<file path="src/rtl/uart_tx_peripheral.sv">
// Bridge-attached UART transmitter: word register interface, one-entry hold buffer,
// 8N1 serialiser with a per-frame latched bit divisor and a maskable level IRQ.
module uart_tx_peripheral #(
  parameter int unsigned DIV_RESET = 16,
  parameter int unsigned DIV_WIDTH = 16
) (
  input  logic        clk,
  input  logic        rst,
  input  logic [31:2] Addr,
  input  logic        WE,
  input  logic [31:0] Din,
  output logic [31:0] Dout,
  output logic        IRQ,
  output logic        txd
);

  typedef enum logic [1:0] {
    S_IDLE,
    S_START,
    S_DATA,
    S_STOP
  } state_e;

  localparam logic [DIV_WIDTH-1:0] DivOne   = DIV_WIDTH'(1);
  localparam logic [DIV_WIDTH-1:0] DivReset = DIV_WIDTH'(DIV_RESET);

  state_e               state_q, state_d;
  logic                 en_q, en_d;
  logic                 im_q, im_d;
  logic [DIV_WIDTH-1:0] div_q, div_d;
  logic [7:0]           txdata_q, txdata_d;
  logic [7:0]           hold_q, hold_d;
  logic                 hold_full_q, hold_full_d;
  logic                 done_q, done_d;
  logic                 ovr_q, ovr_d;
  logic [7:0]           shift_q, shift_d;
  logic [DIV_WIDTH-1:0] fdiv_q, fdiv_d;
  logic [DIV_WIDTH-1:0] cnt_q, cnt_d;
  logic [2:0]           bit_q, bit_d;

  logic wr_ctrl, wr_div, wr_txdata, wr_status;
  logic bit_end, take, done_set;
  logic unused_bits;

  assign wr_ctrl   = WE && (Addr[3:2] == 2'd0);
  assign wr_div    = WE && (Addr[3:2] == 2'd1);
  assign wr_txdata = WE && (Addr[3:2] == 2'd2);
  assign wr_status = WE && (Addr[3:2] == 2'd3);

  // fdiv_q is never 0 outside IDLE, so this marks the last cycle of the current bit.
  assign bit_end = (cnt_q == (fdiv_q - DivOne));

  assign unused_bits = ^{Addr[31:4], Din};

  always_comb begin
    // NOTE: every combinational output gets its default first so no path can infer a latch.
    state_d     = state_q;
    en_d        = en_q;
    im_d        = im_q;
    div_d       = div_q;
    txdata_d    = txdata_q;
    hold_d      = hold_q;
    hold_full_d = hold_full_q;
    done_d      = done_q;
    ovr_d       = ovr_q;
    shift_d     = shift_q;
    fdiv_d      = fdiv_q;
    cnt_d       = cnt_q;
    bit_d       = bit_q;
    take        = 1'b0;
    done_set    = 1'b0;

    case (state_q)
      S_IDLE: begin
        take = en_q && hold_full_q;
      end
      S_START: begin
        if (bit_end) begin
          state_d = S_DATA;
          cnt_d   = '0;
          bit_d   = 3'd0;
        end else begin
          cnt_d = cnt_q + DivOne;
        end
      end
      S_DATA: begin
        if (bit_end) begin
          cnt_d = '0;
          if (bit_q == 3'd7) begin
            state_d = S_STOP;
          end else begin
            shift_d = {1'b0, shift_q[7:1]};
            bit_d   = bit_q + 3'd1;
          end
        end else begin
          cnt_d = cnt_q + DivOne;
        end
      end
      S_STOP: begin
        if (bit_end) begin
          done_set = 1'b1;
          cnt_d    = '0;
          state_d  = S_IDLE;
          take     = en_q && hold_full_q;
        end else begin
          cnt_d = cnt_q + DivOne;
        end
      end
      default: state_d = S_IDLE;
    endcase

    // Loading the shifter also covers the back-to-back STOP -> START case.
    if (take) begin
      state_d     = S_START;
      shift_d     = hold_q;
      fdiv_d      = (div_q == '0) ? DivOne : div_q;
      cnt_d       = '0;
      bit_d       = 3'd0;
      hold_full_d = 1'b0;
    end

    if (wr_ctrl) begin
      en_d = Din[0];
      im_d = Din[1];
    end
    if (wr_div) begin
      div_d = Din[DIV_WIDTH-1:0];
    end
    if (wr_txdata) begin
      txdata_d = Din[7:0];
      if (!hold_full_q || take) begin
        hold_d      = Din[7:0];
        hold_full_d = 1'b1;
      end else begin
        ovr_d = 1'b1;
      end
    end
    if (wr_status) begin
      if (Din[2]) done_d = 1'b0;
      if (Din[3]) ovr_d = 1'b0;
    end
    // A frame completing on the same edge as a clear-write keeps the flag set.
    if (done_set) begin
      done_d = 1'b1;
    end
  end

  always_ff @(posedge clk or negedge rst) begin
    if (!rst) begin
      state_q     <= S_IDLE;
      en_q        <= 1'b0;
      im_q        <= 1'b0;
      div_q       <= DivReset;
      txdata_q    <= 8'h00;
      hold_q      <= 8'h00;
      hold_full_q <= 1'b0;
      done_q      <= 1'b0;
      ovr_q       <= 1'b0;
      shift_q     <= 8'h00;
      fdiv_q      <= DivOne;
      cnt_q       <= '0;
      bit_q       <= 3'd0;
    end else begin
      // NOTE: state registers use non-blocking assignment so every flop samples pre-edge values.
      state_q     <= state_d;
      en_q        <= en_d;
      im_q        <= im_d;
      div_q       <= div_d;
      txdata_q    <= txdata_d;
      hold_q      <= hold_d;
      hold_full_q <= hold_full_d;
      done_q      <= done_d;
      ovr_q       <= ovr_d;
      shift_q     <= shift_d;
      fdiv_q      <= fdiv_d;
      cnt_q       <= cnt_d;
      bit_q       <= bit_d;
    end
  end

  always_comb begin
    case (state_q)
      S_START: txd = 1'b0;
      S_DATA:  txd = shift_q[0];
      default: txd = 1'b1;
    endcase
  end

  assign IRQ = done_q & im_q;

  always_comb begin
    case (Addr[3:2])
      2'd0:    Dout = {30'd0, im_q, en_q};
      2'd1:    Dout = 32'(div_q);
      2'd2:    Dout = {24'd0, txdata_q};
      default: Dout = {28'd0, ovr_q, done_q, hold_full_q, (state_q != S_IDLE)};
    endcase
  end

endmodule
</file>
<file path="config.mk">
export PLATFORM = sky130hd
export DESIGN_NAME = uart_tx_peripheral
export DESIGN_NICKNAME = d
export VERILOG_FILES = /design/src/rtl/uart_tx_peripheral.sv
export SDC_FILE = /design/constraint.sdc
export NUM_CORES = 1
export LEC_CHECK = 0
export ABC_AREA = 1
export BUFFER_PORTS_ARGS = -buffer_cell sky130_fd_sc_hd__buf_2
export CORE_MARGIN = 4
export CORE_UTILIZATION = 55
export DETAILED_ROUTE_END_ITERATION = 8
export GPL_ROUTABILITY_DRIVEN = 0
export HOLD_SLACK_MARGIN = 0.08
export PLACE_DENSITY = 0.8
export RECOVER_POWER = 100
export REMOVE_ABC_BUFFERS = 1
export SYNTH_ARGS = -nofsm -noshare
export SYNTH_HDL_FRONTEND = slang
export SYNTH_SLANG_ARGS = --single-unit
</file>
<file path="constraint.sdc">
create_clock -name clk -period 4.47 [get_ports clk]
set_input_delay 0.894 -clock clk [delete_from_list [all_inputs] [get_ports clk]]
set_output_delay 0.894 -clock clk [all_outputs]
set_load 0.05 [all_outputs]
</file>
==> results.sh, run 1 <==
export IMPL_synth_seq_cells=82
export IMPL_fillCellCount=746
export IMPL_ys_top_cells_by_count="nand2_1, inv_1, dfrtp_1"
export IMPL_irDropWorstVdd_v=0.000318
export IMPL_die_height_um=102
export IMPL_ys_dominant_reg_cell="dfrtp_1"
export IMPL_regArea_sq_um=2050
export IMPL_period_share=0.811
export IMPL_post_cts_resize_count=0
export IMPL_reg2reg_slack_ns=0.85
export IMPL_setup_worst_path_start_class="register"
export IMPL_yosys_warnings=0
export IMPL_yosys_top_cells_area="dfrtp_1, nand2_1, inv_1"
export IMPL_avgSynthCellArea_sq_um=7.42
export IMPL_syn2layout_area_growth_pct=7.10
export IMPL_drv_cap=1
export IMPL_hold_violations=0
export IMPL_arrival_ns=3.82
export IMPL_synth_edff_count=0
export IMPL_worst_setup_path_end_kind="register"
export IMPL_wl_per_cell_um=13.5
export IMPL_leakagePower_nw=2.64
export IMPL_cts_tree="yes"
export IMPL_violations="capacitance limit, slew limit"
export IMPL_clock_sinks=82
export IMPL_coreArea_sq_um=8380
export IMPL_required_ns=4.67
export IMPL_drive_above_1_share=0.0749
export IMPL_multi_input_area_sq_um=2280
export IMPL_maxSlewHeadroom=-0.306
export IMPL_cts_setup_buffers=0
export IMPL_synthesis_instances=653
export IMPL_critPathLaunch="fdiv_q[0]$_DFFE_PN1P_"
export IMPL_min_path_cells=2
export IMPL_cts_root_buf="clkbuf_8"
export IMPL_io_buffers=38
export IMPL_rsz0062_at_grt="no"
export IMPL_min_to="fdiv_q[1]$_DFFE_PN0P_"
export IMPL_start_util=0.578
export IMPL_via_per_inst=5.34
export IMPL_synth_sequential_area_ratio=0.424
export IMPL_layout_nets=762
export IMPL_status="finished, violations left"
export IMPL_clk_latency_ns=0.35
export IMPL_fp_dieW_um=102
export IMPL_grt_ovfl_total=0
export IMPL_drc=0
export IMPL_dr_pass1_iters=5
export IMPL_cts_hold_buf=0
export IMPL_grt_pass1_vias=4090
export IMPL_fin_crit_ns=3.62
export IMPL_synth_top_area_share=0.413
export IMPL_power_density_nw_per_um2=605
export IMPL_clkTransAtPathRegs_ns=0.09
export IMPL_ys_async_sr_fraction=1.00
export IMPL_yosys_area_top_type="dfrtp_1"
export IMPL_diodes=0
export IMPL_worstMarginPinSlew_ns=1.96
export IMPL_ios=99
export IMPL_fin_tns_setup_ns=0
export IMPL_grt_pass1_wl_mm=18.6
export IMPL_skew_ns=0.0132
export IMPL_synth_most_common_cell="nand2_1"
export IMPL_rr_startpoint="fdiv_q[0]$_DFFE_PN1P_"
export IMPL_fmax_mhz=276
export IMPL_cts_buffer_depth=2
export IMPL_cts_made_buffers=9
export IMPL_syn_cell_area_sq_um=4840
export IMPL_htree_num_levels=3
export IMPL_worstRegToRegCells=16
export IMPL_worstPathMaxFanout=53
export IMPL_hpwlAfterDp_mm=8.30
export IMPL_hold_class="register to register"
export IMPL_grt_max_degree=83
export IMPL_crit_type="register to register"
export IMPL_worstHoldStart="fdiv_q[1]$_DFFE_PN0P_"
export IMPL_postRouteAntennaNets=0
export IMPL_vias=4268
export IMPL_wirelength_mm=10.8
export IMPL_finalPower_mw=3.14
export IMPL_num_rows=33
export IMPL_dieArea_sq_um=10400
export IMPL_drt_iter0_drc=284
export IMPL_r2r_end="cnt_q[8]$_DFFE_PN0P_"
export IMPL_grt_total_usage=0.225
export IMPL_grt_antenna_before_repair=0
export IMPL_final_max_slew_viol_count=83
export IMPL_synth_distinct_cells=41
export IMPL_setup_violations_final=0
-- worst max-delay path by stage --
stage	to	slack [ns]	cells after the start
6_report	cnt_q[8]$_DFFE_PN0P_	0.85	16
5_1_grt	cnt_q[8]$_DFFE_PN0P_	0.53	16
4_1_cts	cnt_q[8]$_DFFE_PN0P_	1.22	17
3_5_place_dp	cnt_q[8]$_DFFE_PN0P_	1.23	17
3_3_place_gp	cnt_q[8]$_DFFE_PN0P_	1.29	17
2_1_floorplan	Dout[2]	1.43	4
-- through the flow --
stage	cells	setup slack [ns]	cell area, sq um	hold WS [ns]	util
final	799	0.846	5190	0.491	0.619
after global routing	799	0.525	5190	0.529	0.619
after CTS	799	1.22	5260	0.495	0.628
after detailed placement	783	1.23	5040	0.471	0.602
after global placement	783	1.29	5040	0.467	0.602
after floorplan	640	1.43	4720	0.449	-
-- cell type report --
class / count / share of cell area
clock inverter: 5 / 0.0150
tap: 105 / 0.0253
timing repair buffer: 38 / 0.0318
inverter: 89 / 0.0644
clock buffer: 11 / 0.0272
multi-input combinational: 469 / 0.440
sequential: 82 / 0.396
-- layout by cell type, fill, tap and decap left out, types with 2 or more instances in the layout --
cell / synthesis / layout
nor4_1: 2 / 2
nand2_1: 171 / 175
bufinv_16: 0 / 2
nor2_1: 77 / 80
o22ai_1: 5 / 5
nand2_4: 2 / 2
nand4_1: 11 / 11
dfrtp_1: 80 / 80
o21ai_0: 44 / 50
o221ai_1: 3 / 3
clkinv_2: 0 / 2
o211ai_1: 7 / 7
a21oi_1: 13 / 13
ha_1: 8 / 8
xnor2_1: 6 / 6
a31oi_1: 2 / 2
conb_1: 1 / 16
inv_2: 2 / 2
nor2_2: 7 / 5
clkbuf_8: 0 / 10
nor2_4: 3 / 2
nand2_2: 8 / 4
inv_1: 86 / 86
o21ai_2: 8 / 2
clkbuf_1: 8 / 21
nor3_1: 6 / 6
nand3b_1: 3 / 3
buf_2: 2 / 17
nand3_1: 40 / 40
xor2_1: 17 / 17
-- kinds of logic after synthesis --
logic type	synth area share
AO/OA/AOI/OAI	0.109
flip-flops	0.424
XOR/XNOR	0.0416
AND/OR/NAND/NOR	0.297
other	0.000774
adder cells (fa/ha/maj)	0.0207
buffers and inverters	0.107
-- metal layers --
metal	track usage	wire (um)
met3	0.0362	433
met4	0.0787	214
met5	0	0
met2	0.385	5280
met1	0.291	4870
-- report_power, final --
part | switching [mW] | internal, mW
logic | 0.963 | 0.443
registers | 0.196 | 0.952
clock network | 0.254 | 0.328
-- sequential cells by signal, summed over array words and instances (netlist names) --
signal	count
fdiv_q	16
txdata_q	8
div_q	16
en_q	1
ovr_q	1
hold_full_q	1
cnt_q	16
hold_q	8
state_q	2
done_q	1
shift_q	8
bit_q	3
im_q	1
-- worst max-delay path: stages (launching register included) --
cell	delay (ns)
dfstp_1	0.58
inv_2	0.08
ha_1	0.25
nand2_1	0.27
nor2_1	0.14
nand2_1	0.11
nand2_1	0.06
nand2_1	0.07
nand2_1	0.06
nor2_1	0.13
nand2_1	0.07
nor2_1	0.44
nand2_2	0.15
nand2_2	0.11
nand2_4	0.27
o21ai_1	0.57
nor2_1	0.13
Note: power is estimated with default switching activity, not from simulation.
==> run 2: changes to the inputs <==
Settings changed: CORE_UTILIZATION 55 to 50, PLACE_DENSITY 0.8 to 0.77.
Clock period 4.47 ns to 3.2 ns, I/O delays scaled along.
==> run 2 against run 1 <==
Compared with the run above: the run still ends with capacitance limit, slew limit left; register-to-register slack got worse by 0.55 ns; hold slack got worse by 0.0057 ns; via count rose by 0.45%; global-route usage fell by 2.9 points; final area rose by 0.58%; worst setup slack got worse by 0.55 ns; flip-flop and latch count did not move; routed wire length fell by 1.6%; clock skew fell by 0.0033 ns; critical path type unchanged; largest power group unchanged; highest routed layer unchanged.
==> results.sh, run 2 (synthesis gave the netlist of run 1 again) <==
export IMPL_setup_worst_path_start_class="register"
export IMPL_cts_root_buf="clkbuf_8"
export IMPL_dieArea_sq_um=11300
export IMPL_clkTransAtPathRegs_ns=0.08
export IMPL_vias=4287
export IMPL_via_per_inst=5.21
export IMPL_place_worst_setup_slack_ns=0.327
export IMPL_fin_tns_setup_ns=0
export IMPL_drv_cap=1
export IMPL_setup_violations_final=0
export IMPL_worstPathMaxFanout=24
export IMPL_rsz0062_at_grt="no"
export IMPL_final_cell_mix="nand2_1, inv_1, dfrtp_1"
export IMPL_grt_antenna_before_repair=0
export IMPL_cp_top_family="simple AND/OR/NAND/NOR gates"
export IMPL_start_util=0.519
export IMPL_num_rows=35
export IMPL_power_density_nw_per_um2=826
export IMPL_grt_max_degree=83
export IMPL_ios=99
export IMPL_die_height_um=106
export IMPL_grt_total_usage=0.195
export IMPL_critPathLaunch="fdiv_q[0]$_DFFE_PN1P_"
export IMPL_cpPeakStageDelay_ns=0.56
export IMPL_postRouteAntennaNets=0
export IMPL_cts_made_buffers=9
export IMPL_worst_slack_ns=0.293
export IMPL_required_ns=3.42
export IMPL_violations="capacitance limit, slew limit"
export IMPL_coreArea_sq_um=9330
export IMPL_fp_dieW_um=106
export IMPL_layout_nets=764
export IMPL_io_buffers=38
export IMPL_reg2reg_slack_ns=0.29
export IMPL_multi_input_area_sq_um=2300
export IMPL_crit_type="register to register"
export IMPL_clk_latency_ns=0.34
export IMPL_worstRegToRegCells=18
export IMPL_dr_pass1_iters=5
export IMPL_worstMarginPinSlew_ns=1.98
export IMPL_period_share=0.908
export IMPL_post_cts_resize_count=0
export IMPL_wl_per_cell_um=12.9
export IMPL_cts_tree="yes"
export IMPL_fin_crit_ns=2.91
export IMPL_irDropWorstVdd_v=0.000434
export IMPL_syn2layout_area_growth_pct=7.72
export IMPL_htree_num_levels=3
export IMPL_regArea_sq_um=2050
export IMPL_arrival_ns=3.12
export IMPL_final_common_cell="nand2_1"
export IMPL_hold_class="register to register"
export IMPL_drt_iter0_drc=314
export IMPL_r2r_end="cnt_q[15]$_DFFE_PN0P_"
export IMPL_crit_chain="inv_2 > ha_1 > inv_1 > nand2_1 > nand2_1 > nor2_1 > nand2_1 > nor2_1 > nand3_1 > nor2_1 > nand2_1 > nor2_4 > nand2_2 > nand2_2 > nand2_4 > o21ai_0 > clkbuf_2 > nor2_1"
export IMPL_cts_buffer_depth=2
export IMPL_fmax_mhz=344
export IMPL_cts_hold_buf=0
export IMPL_fillCellCount=866
export IMPL_wirelength_mm=10.6
export IMPL_maxSlewHeadroom=-0.317
export IMPL_cp_slowest_cell="dfstp_2"
export IMPL_rr_startpoint="fdiv_q[0]$_DFFE_PN1P_"
export IMPL_drc=0
export IMPL_cp_depth=18
export IMPL_final_max_slew_viol_count=83
export IMPL_hold_violations=0
export IMPL_grt_pass1_wl_mm=18.3
export IMPL_skew_ns=0.00991
export IMPL_crit_end="cnt_q[15]$_DFFE_PN0P_"
export IMPL_hpwlAfterDp_mm=8.09
export IMPL_cts_setup_buffers=0
export IMPL_grt_pass1_vias=4007
export IMPL_worst_setup_path_end_kind="register"
export IMPL_top_regs="cnt_q (16), div_q (16), fdiv_q (16)"
export IMPL_leakagePower_nw=2.64
export IMPL_grt_ovfl_total=0
export IMPL_clock_sinks=82
export IMPL_path_buf_inv=3
export IMPL_status="finished, violations left"
export IMPL_diodes=0
export IMPL_drive_above_1_share=0.0836
==> run 2: cell type report <==
class                   instances  share of cell area
clock buffers                  11              0.0290
clock inverters                 3             0.00767
inverters                      89              0.0640
multi-input cells             469               0.441
flip-flops and latches         82               0.394
well taps                     129              0.0309
repair buffers                 40              0.0340
==> run 2: worst min-delay path, stage by stage, from the launching register on <==
cell and delay, ns:
dfrtp_1 0.35, nand2_1 0.06, nand2_1 0.06
==> run 2: worst min path at each step <==
stage | from | to | slack, ns | depth (start not counted)
global route | hold_q[1]$_DFFE_PN0P_ | hold_q[1]$_DFFE_PN0P_ | 0.51 | 2
floorplan | rst | bit_q[0]$_DFFE_PN0P_ | 0.34 | 0
detailed placement | hold_q[1]$_DFFE_PN0P_ | hold_q[1]$_DFFE_PN0P_ | 0.47 | 2
finish | hold_q[7]$_DFFE_PN0P_ | shift_q[7]$_DFFE_PN0P_ | 0.49 | 2
CTS | hold_q[7]$_DFFE_PN0P_ | shift_q[7]$_DFFE_PN0P_ | 0.49 | 2
global placement | div_q[7]$_DFFE_PN0P_ | div_q[7]$_DFFE_PN0P_ | 0.47 | 2
==> run 2: metal layers <==
layer	share of wire	GRT usage	vias to the layer above
li1	-	-	2123
met1	0.46	0.273	2026
met2	0.48	0.320	123
met3	0.047	0.0255	15
met4	0.013	0.0548	0
met5	0	0	-
==> run 2: through the flow <==
| step | instances | hold slack, ns | cell area, sq um | total power, mW | util |
|---|---|---|---|---|---|
| after floorplan | 640 | 0.344 | 4720 | 3.13 | - |
| after global placement | 809 | 0.468 | 5090 | 3.54 | 0.545 |
| after detailed placement | 809 | 0.473 | 5090 | 3.62 | 0.545 |
| after CTS | 823 | 0.486 | 5280 | 4.36 | 0.566 |
| after global routing | 823 | 0.514 | 5220 | 4.68 | 0.559 |
| final | 823 | 0.485 | 5220 | 4.31 | 0.559 |
==> run 2: power by group <==
group | internal [mW] | switching [mW] | total, mW
Clock | 0.392 | 0.340 | 0.733
Sequential | 1.33 | 0.267 | 1.60
Combinational | 0.628 | 1.35 | 1.98
